## src/rtl/pzc_corr_scheduler.sv

```systemverilog
`default_nettype none
// ============================================================================
// Module      : pzc_corr_scheduler
// Description : Baseline-correction sequencer for the PZC datapath. Waits out
//               the bunch train, averages K_CORR negative samples and hands
//               the mean over valid/ack. Owns the shadowed runtime M factor.
//               Optional window timeout: define PZC_SCHED_TIMEOUT_EN.
// Revision    : 1.0 - initial release
// ============================================================================
module pzc_corr_scheduler #(
    parameter int NBITS_OUT  = 28,
    parameter int MBITS      = 16,
    parameter int M_DEFAULT  = 454,
    parameter int K_CORR     = 16,
    parameter int SETTLE_CYC = 16,
    parameter int WIN_MAX    = 4000
) (
    input  logic                        clk,
    input  logic                        rst,
    input  logic                        bt_mask_out,
    input  logic signed [NBITS_OUT-1:0] pzc_out,
    input  logic                        cfg_wr,
    input  logic        [MBITS-1:0]     cfg_m_factor,
    output logic        [MBITS-1:0]     m_factor,
    output logic                        corr_valid,
    output logic signed [NBITS_OUT-1:0] corr_value,
    input  logic                        corr_ack,
    output logic        [1:0]           state,
    output logic        [15:0]          corr_count,
    output logic                        timeout_pulse
);

    localparam int c_log2k = $clog2(K_CORR);
    localparam int c_sum_w = NBITS_OUT + c_log2k;
    localparam int c_neg_w = c_log2k + 1;
    localparam int c_set_w = $clog2(SETTLE_CYC);

    localparam logic [c_neg_w-1:0] c_neg_last    = c_neg_w'(K_CORR - 1);
    localparam logic [c_set_w-1:0] c_settle_last = c_set_w'(SETTLE_CYC - 1);
    localparam logic [c_set_w-1:0] c_settle_one  = c_set_w'(1);
    localparam logic [MBITS-1:0]   c_m_default   = MBITS'(M_DEFAULT);

    generate
        if (K_CORR < 2 || (K_CORR & (K_CORR - 1)) != 0 || SETTLE_CYC < 2 || WIN_MAX < 2) begin : g_param_check
            $error("pzc_corr_scheduler: illegal parameter set");
        end
    endgenerate

    typedef enum logic [1:0] {
        ST_IDLE   = 2'd0,
        ST_SETTLE = 2'd1,
        ST_ACCUM  = 2'd2,
        ST_APPLY  = 2'd3
    } state_t;

    state_t                      r_state;
    state_t                      w_state_nxt;
    logic        [c_set_w-1:0]   r_settle_cnt;
    logic        [c_set_w-1:0]   w_settle_nxt;
    logic        [c_sum_w-1:0]   r_sum;
    logic        [c_sum_w-1:0]   w_sum_nxt;
    logic        [c_sum_w-1:0]   w_pzc_ext;
    logic        [c_sum_w-1:0]   w_sum_add;
    logic        [c_neg_w-1:0]   r_neg_cnt;
    logic        [c_neg_w-1:0]   w_neg_nxt;
    logic                        w_is_neg;
    logic                        w_last_neg;
    logic                        r_corr_valid;
    logic                        w_valid_nxt;
    logic signed [NBITS_OUT-1:0] r_corr_value;
    logic signed [NBITS_OUT-1:0] w_value_nxt;
    logic        [15:0]          r_corr_count;
    logic        [15:0]          w_count_nxt;
    logic        [MBITS-1:0]     r_m_factor;
    logic        [MBITS-1:0]     r_shadow;
    logic                        r_shadow_pend;

    assign w_is_neg   = pzc_out[NBITS_OUT-1];
    assign w_pzc_ext  = {{c_log2k{pzc_out[NBITS_OUT-1]}}, pzc_out};
    assign w_sum_add  = r_sum + w_pzc_ext;
    assign w_last_neg = w_is_neg && (r_neg_cnt == c_neg_last);

`ifdef PZC_SCHED_TIMEOUT_EN
    localparam int c_win_w = $clog2(WIN_MAX);
    localparam logic [c_win_w-1:0] c_win_last = c_win_w'(WIN_MAX - 1);

    logic [c_win_w-1:0] r_win_cnt;
    logic [c_win_w-1:0] w_win_nxt;
    logic               w_win_expired;
    logic               r_timeout_pulse;
    logic               w_pulse_nxt;

    assign w_win_expired = (r_win_cnt == c_win_last);

    // Held at zero outside ACCUM so every window starts from a fresh count.
    always_comb begin
        w_win_nxt = '0;
        if (r_state == ST_ACCUM && !w_win_expired) begin
            w_win_nxt = r_win_cnt + c_win_w'(1);
        end
    end

    always_ff @(posedge clk or posedge rst) begin
        if (rst) begin
            r_win_cnt       <= '0;
            r_timeout_pulse <= 1'b0;
        end else begin
            r_win_cnt       <= w_win_nxt;
            r_timeout_pulse <= w_pulse_nxt;
        end
    end

    assign timeout_pulse = r_timeout_pulse;
`else
    assign timeout_pulse = 1'b0;
`endif

    always_comb begin
        w_state_nxt  = r_state;
        w_settle_nxt = r_settle_cnt;
        w_sum_nxt    = r_sum;
        w_neg_nxt    = r_neg_cnt;
        w_valid_nxt  = r_corr_valid;
        w_value_nxt  = r_corr_value;
        w_count_nxt  = r_corr_count;
`ifdef PZC_SCHED_TIMEOUT_EN
        w_pulse_nxt  = 1'b0;
`endif
        case (r_state)
            ST_IDLE: begin
                if (!bt_mask_out) begin
                    w_state_nxt  = ST_SETTLE;
                    w_settle_nxt = c_settle_one;
                end
            end
            ST_SETTLE: begin
                if (bt_mask_out) begin
                    w_state_nxt = ST_IDLE;
                end else if (r_settle_cnt == c_settle_last) begin
                    w_state_nxt = ST_ACCUM;
                    w_sum_nxt   = '0;
                    w_neg_nxt   = '0;
                end else begin
                    w_settle_nxt = r_settle_cnt + c_settle_one;
                end
            end
            ST_ACCUM: begin
                if (bt_mask_out) begin
                    w_state_nxt = ST_IDLE;
                    w_sum_nxt   = '0;
                    w_neg_nxt   = '0;
                    w_valid_nxt = 1'b0;
                end else begin
                    if (w_is_neg) begin
                        w_sum_nxt = w_sum_add;
                        w_neg_nxt = r_neg_cnt + c_neg_w'(1);
                    end
                    // Dropping the low log2(K) bits is the floor-rounded mean.
                    if (w_last_neg) begin
                        w_value_nxt = w_sum_add[c_sum_w-1:c_log2k];
                        w_valid_nxt = 1'b1;
                        w_state_nxt = ST_APPLY;
                    end
`ifdef PZC_SCHED_TIMEOUT_EN
                    else if (w_win_expired) begin
                        w_pulse_nxt = 1'b1;
                        w_sum_nxt   = '0;
                        w_neg_nxt   = '0;
                    end
`endif
                end
            end
            ST_APPLY: begin
                if (corr_ack) begin
                    w_valid_nxt = 1'b0;
                    w_sum_nxt   = '0;
                    w_neg_nxt   = '0;
                    if (r_corr_count != 16'hFFFF) begin
                        w_count_nxt = r_corr_count + 16'd1;
                    end
                    w_state_nxt = bt_mask_out ? ST_IDLE : ST_ACCUM;
                end else if (bt_mask_out) begin
                    w_valid_nxt = 1'b0;
                    w_sum_nxt   = '0;
                    w_neg_nxt   = '0;
                    w_state_nxt = ST_IDLE;
                end
            end
        endcase
    end

    always_ff @(posedge clk or posedge rst) begin
        if (rst) begin
            r_state <= ST_IDLE;
        end else begin
            r_state <= w_state_nxt;
        end
    end

    always_ff @(posedge clk or posedge rst) begin
        if (rst) begin
            r_settle_cnt <= '0;
            r_sum        <= '0;
            r_neg_cnt    <= '0;
            r_corr_valid <= 1'b0;
            r_corr_value <= '0;
            r_corr_count <= '0;
        end else begin
            r_settle_cnt <= w_settle_nxt;
            r_sum        <= w_sum_nxt;
            r_neg_cnt    <= w_neg_nxt;
            r_corr_valid <= w_valid_nxt;
            r_corr_value <= w_value_nxt;
            r_corr_count <= w_count_nxt;
        end
    end

    // A write landing together with a pending apply keeps pend set, so the last write wins.
    always_ff @(posedge clk or posedge rst) begin
        if (rst) begin
            r_m_factor    <= c_m_default;
            r_shadow      <= c_m_default;
            r_shadow_pend <= 1'b0;
        end else begin
            if (r_state == ST_IDLE && r_shadow_pend) begin
                r_m_factor <= r_shadow;
            end
            if (cfg_wr) begin
                r_shadow      <= cfg_m_factor;
                r_shadow_pend <= 1'b1;
            end else if (r_state == ST_IDLE) begin
                r_shadow_pend <= 1'b0;
            end
        end
    end

    assign m_factor   = r_m_factor;
    assign corr_valid = r_corr_valid;
    assign corr_value = r_corr_value;
    assign corr_count = r_corr_count;
    assign state      = r_state;

endmodule
`default_nettype wire

```

## config.mk

```make
export PLATFORM = sky130hd
export DESIGN_NAME = pzc_corr_scheduler
export DESIGN_NICKNAME = d
export VERILOG_FILES = /design/src/rtl/pzc_corr_scheduler.sv
export SDC_FILE = /design/constraint.sdc
export NUM_CORES = 1
export LEC_CHECK = 0
export CAP_MARGIN = 10
export CORE_UTILIZATION = 45
export CTS_CLUSTER_DIAMETER = 120
export DETAILED_ROUTE_END_ITERATION = 6
export GPL_ROUTABILITY_DRIVEN = 0
export PLACE_DENSITY = 0.69
export SYNTH_ARGS = -nofsm -noshare
export SYNTH_HDL_FRONTEND = slang
export SYNTH_SLANG_ARGS = --single-unit
```

## constraint.sdc

```tcl
create_clock -name clk -period 4.9 [get_ports clk]
set_input_delay 0.49 -clock clk [delete_from_list [all_inputs] [get_ports clk]]
set_output_delay 0.49 -clock clk [all_outputs]
set_load 0.1 [all_outputs]
```

==> out/metrics.cfg <==
[placement]
placedCellCount = 933
dp_hpwl_um = 11380
portBuffers = 111
place_area_um2 = 7933
pre_cts_ws_ns = 1.448

[timing]
skew_ns = 0.007921
worstMarginPinSlew_ns = 1.146
slew_headroom = 0.2360
slew_violations = 0
hold_viol = 0
rsz0062_at_grt = no
fmax_mhz = 322.7
period_share = 0.6323
setup_viol = 0
fin_crit_ns = 3.098
tns_ns = 0
finalWorstSetupSlack_ns = 1.802

[clocking]
numCtsBuffers = 17
post_cts_buffers = 0
h-tree-depth = 4
cts_hold_buf = 0
cts_resized = 0
cts_sinks = 121
root_buffer = clkbuf_16
clk_pin_slew_ns = 0.06
cts_tree = built
clk_latency_ns = 0.42
cts_max_path_buffers = 2

[die]
io_pins = 113
rows = 44
die_width_um = 123.7
die_area_um2 = 15310
dieHeight_um = 123.7
floorplan.initialDensity = 0.4607
design.core.area_um2 = 14480

[critical_path]
crit_required_ns = 5.18
path_cells = clkdlybuf4s50_1 -> ha_1 -> inv_1 -> fa_1 -> nor2b_1 -> o31a_1 -> o2111ai_1 -> a31oi_1 -> nand4_1 -> mux2i_1 -> o22ai_1
crit_type = input port to flop
cp_slowest_cell = a31oi_1
endpoint_kind = flop
cp.arrival_ns = 3.38
start_kind = input port
critPathMaxFanout = 4
max_stage_delay_ns = 0.52

[routing]
remaining_drc_errors = 0
drtAntennaViolNets = 0
dr_total_vias = 5417
drt_wl_total_um = 15910
wire_per_inst_um = 16.49
drt_iter0_markers = 318
viasPerCell = 5.613
drtPass1Iterations = 5

[min_path]
hold_path.class = input port to asynchronous set/reset pin

[final_layout]
antennaDiodeCount = 0
stdcell_count = 965
final_core_util = 0.5880
fin_nets = 853
final_cell_area_um2 = 8513
synthToLayoutAreaGrowth_pct = 27.63
drive_gt1_frac = 0.1370

[synthesis]
ys_types = 65
synth_warnings = 0
synth_nets = 747
yosysTopAreaCell = dfrtp_1
synth.most_common_cell = dfrtp_1
synth_edf_count = 0
netlist_area_um2 = 6670
syn_area_per_cell_um2 = 10.08
synthCells = 662
async_reset_ff_frac = 1.000
synthTopCellsByArea = dfrtp_1, mux2_2, ha_1, nand2_1, dfstp_2
synth_ff_type = dfrtp_1
synth_top_area_frac = 0.4164
synth_seq_cells = 121
yosys-top-cells-count = dfrtp_1, nand2_1, mux2_2
seq_area_frac_synth = 0.4558

[grt]
grt_util_all_layers = 0.2201
first_global_vias = 5466
antenna_found_initial = 0
globalRoute.totalOverflow = 0
grt_max_degree = 46
grt_pass1_wl_um = 26020

[pwr]
p_per_area_nw_per_um2 = 353.5
ir_drop_mv = 0.2505
power.leakage_nw = 3.843

[job]
drv_cap = 0

[outcome]
status = completed

-- layer usage --
metal  vias up  routed length, µm  track usage
met5         -                  0            0
met4         0                299      0.07530
met3        27                792      0.05540
met2       150               7587       0.3549
met1      2628               7233       0.2871
li1       2612                  -            -
-- placed cells by master (no fill, tap or decap), types with 10 or more instances in the layout --
cell type	instances
ha_1	35
a22o_1	23
o21ai_0	40
nor2_1	33
clkdlybuf4s50_1	111
mux2_2	41
nand4_1	14
dfrtp_1	111
xnor2_1	20
clkbuf_16	17
nand3_1	13
a31oi_1	10
dfstp_2	10
inv_1	13
nand2_1	86
a21o_1	14
xor2_1	18
a21oi_1	35
-- final timing paths --
check | from | to | slack, ns | depth (start not counted)
max | pzc_out[0] | corr_value[26] | 1.80 | 11
min | rst | m_factor[13] | 0.44 | 2
max reg2reg | r_sum[0] | corr_value[26] | 2.03 | 10
min reg2reg | corr_value[8] | corr_value[8] | 0.47 | 2
max in group asynchronous | rst | r_sum[25] | 3.53 | 3
min in group clk | corr_value[8] | corr_value[8] | 0.47 | 2
-- kinds of logic (layout without fill, tap and decap cells) --
logic type                 count (synthesis)  count (layout)  synth area share
and+or+nand+nor                          202             202            0.1454
AOI/OAI and AO/OA                        175             175            0.1771
DFF                                      121             121            0.4558
muxes                                     45              45           0.07522
buffers and inverters                     44             163           0.02739
xor gates and xnor gates                  38              38           0.04990
adders and majority gates                 36              36           0.06866
other                                      1               1         0.0005622
-- metrics by stage --
| stage | hold WS, ns | power (mW) |
|---|---|---|
| 4_1_cts | 0.4353 | 3.036 |
| 3_5_place_dp | 0.4611 | 1.797 |
| 2_1_floorplan | 0.4498 | 1.622 |
| 6_report | 0.4370 | 3.009 |
| 3_3_place_gp | 0.4583 | 1.780 |
| 5_1_grt | 0.4794 | 3.131 |
-- state kept, by name, indices dropped and copies added (netlist names) --
| name | cells |
|---|---|
| corr_count | 16 |
| corr_valid | 1 |
| corr_value | 28 |
| m_factor | 16 |
| r_neg_cnt | 5 |
| r_settle_cnt | 4 |
| r_shadow | 16 |
| r_shadow_pend | 1 |
| r_sum | 32 |
| state | 2 |
-- cell type report --
cell class                 instances  area (µm²)
clock inverter                    13       147.6
multi-input combinational        497        3451
timing repair buffer             117        1156
sequential                       121        3040
fill                            1219        5966
clock buffer                      19       432.9
tap                              184       230.2
inverter                          14       55.05
-- worst max-delay path, delay by kind of cell --
kind                     cells  cell delay (ns)
AO/OA/AOI/OAI                4             1.07
adder cells (fa/ha/maj)      2             0.61
buffers and inverters        2             0.56
multiplexers                 1             0.23
AND/OR/NAND/NOR              2             0.41
-- report_power, final --
part	internal, mW	switching, mW
logic	0.224	0.438
clock network	0.753	0.474
registers	1.07	0.0446
total	2.05	0.956
No activity file was read; power rests on OpenSTA's default activity.
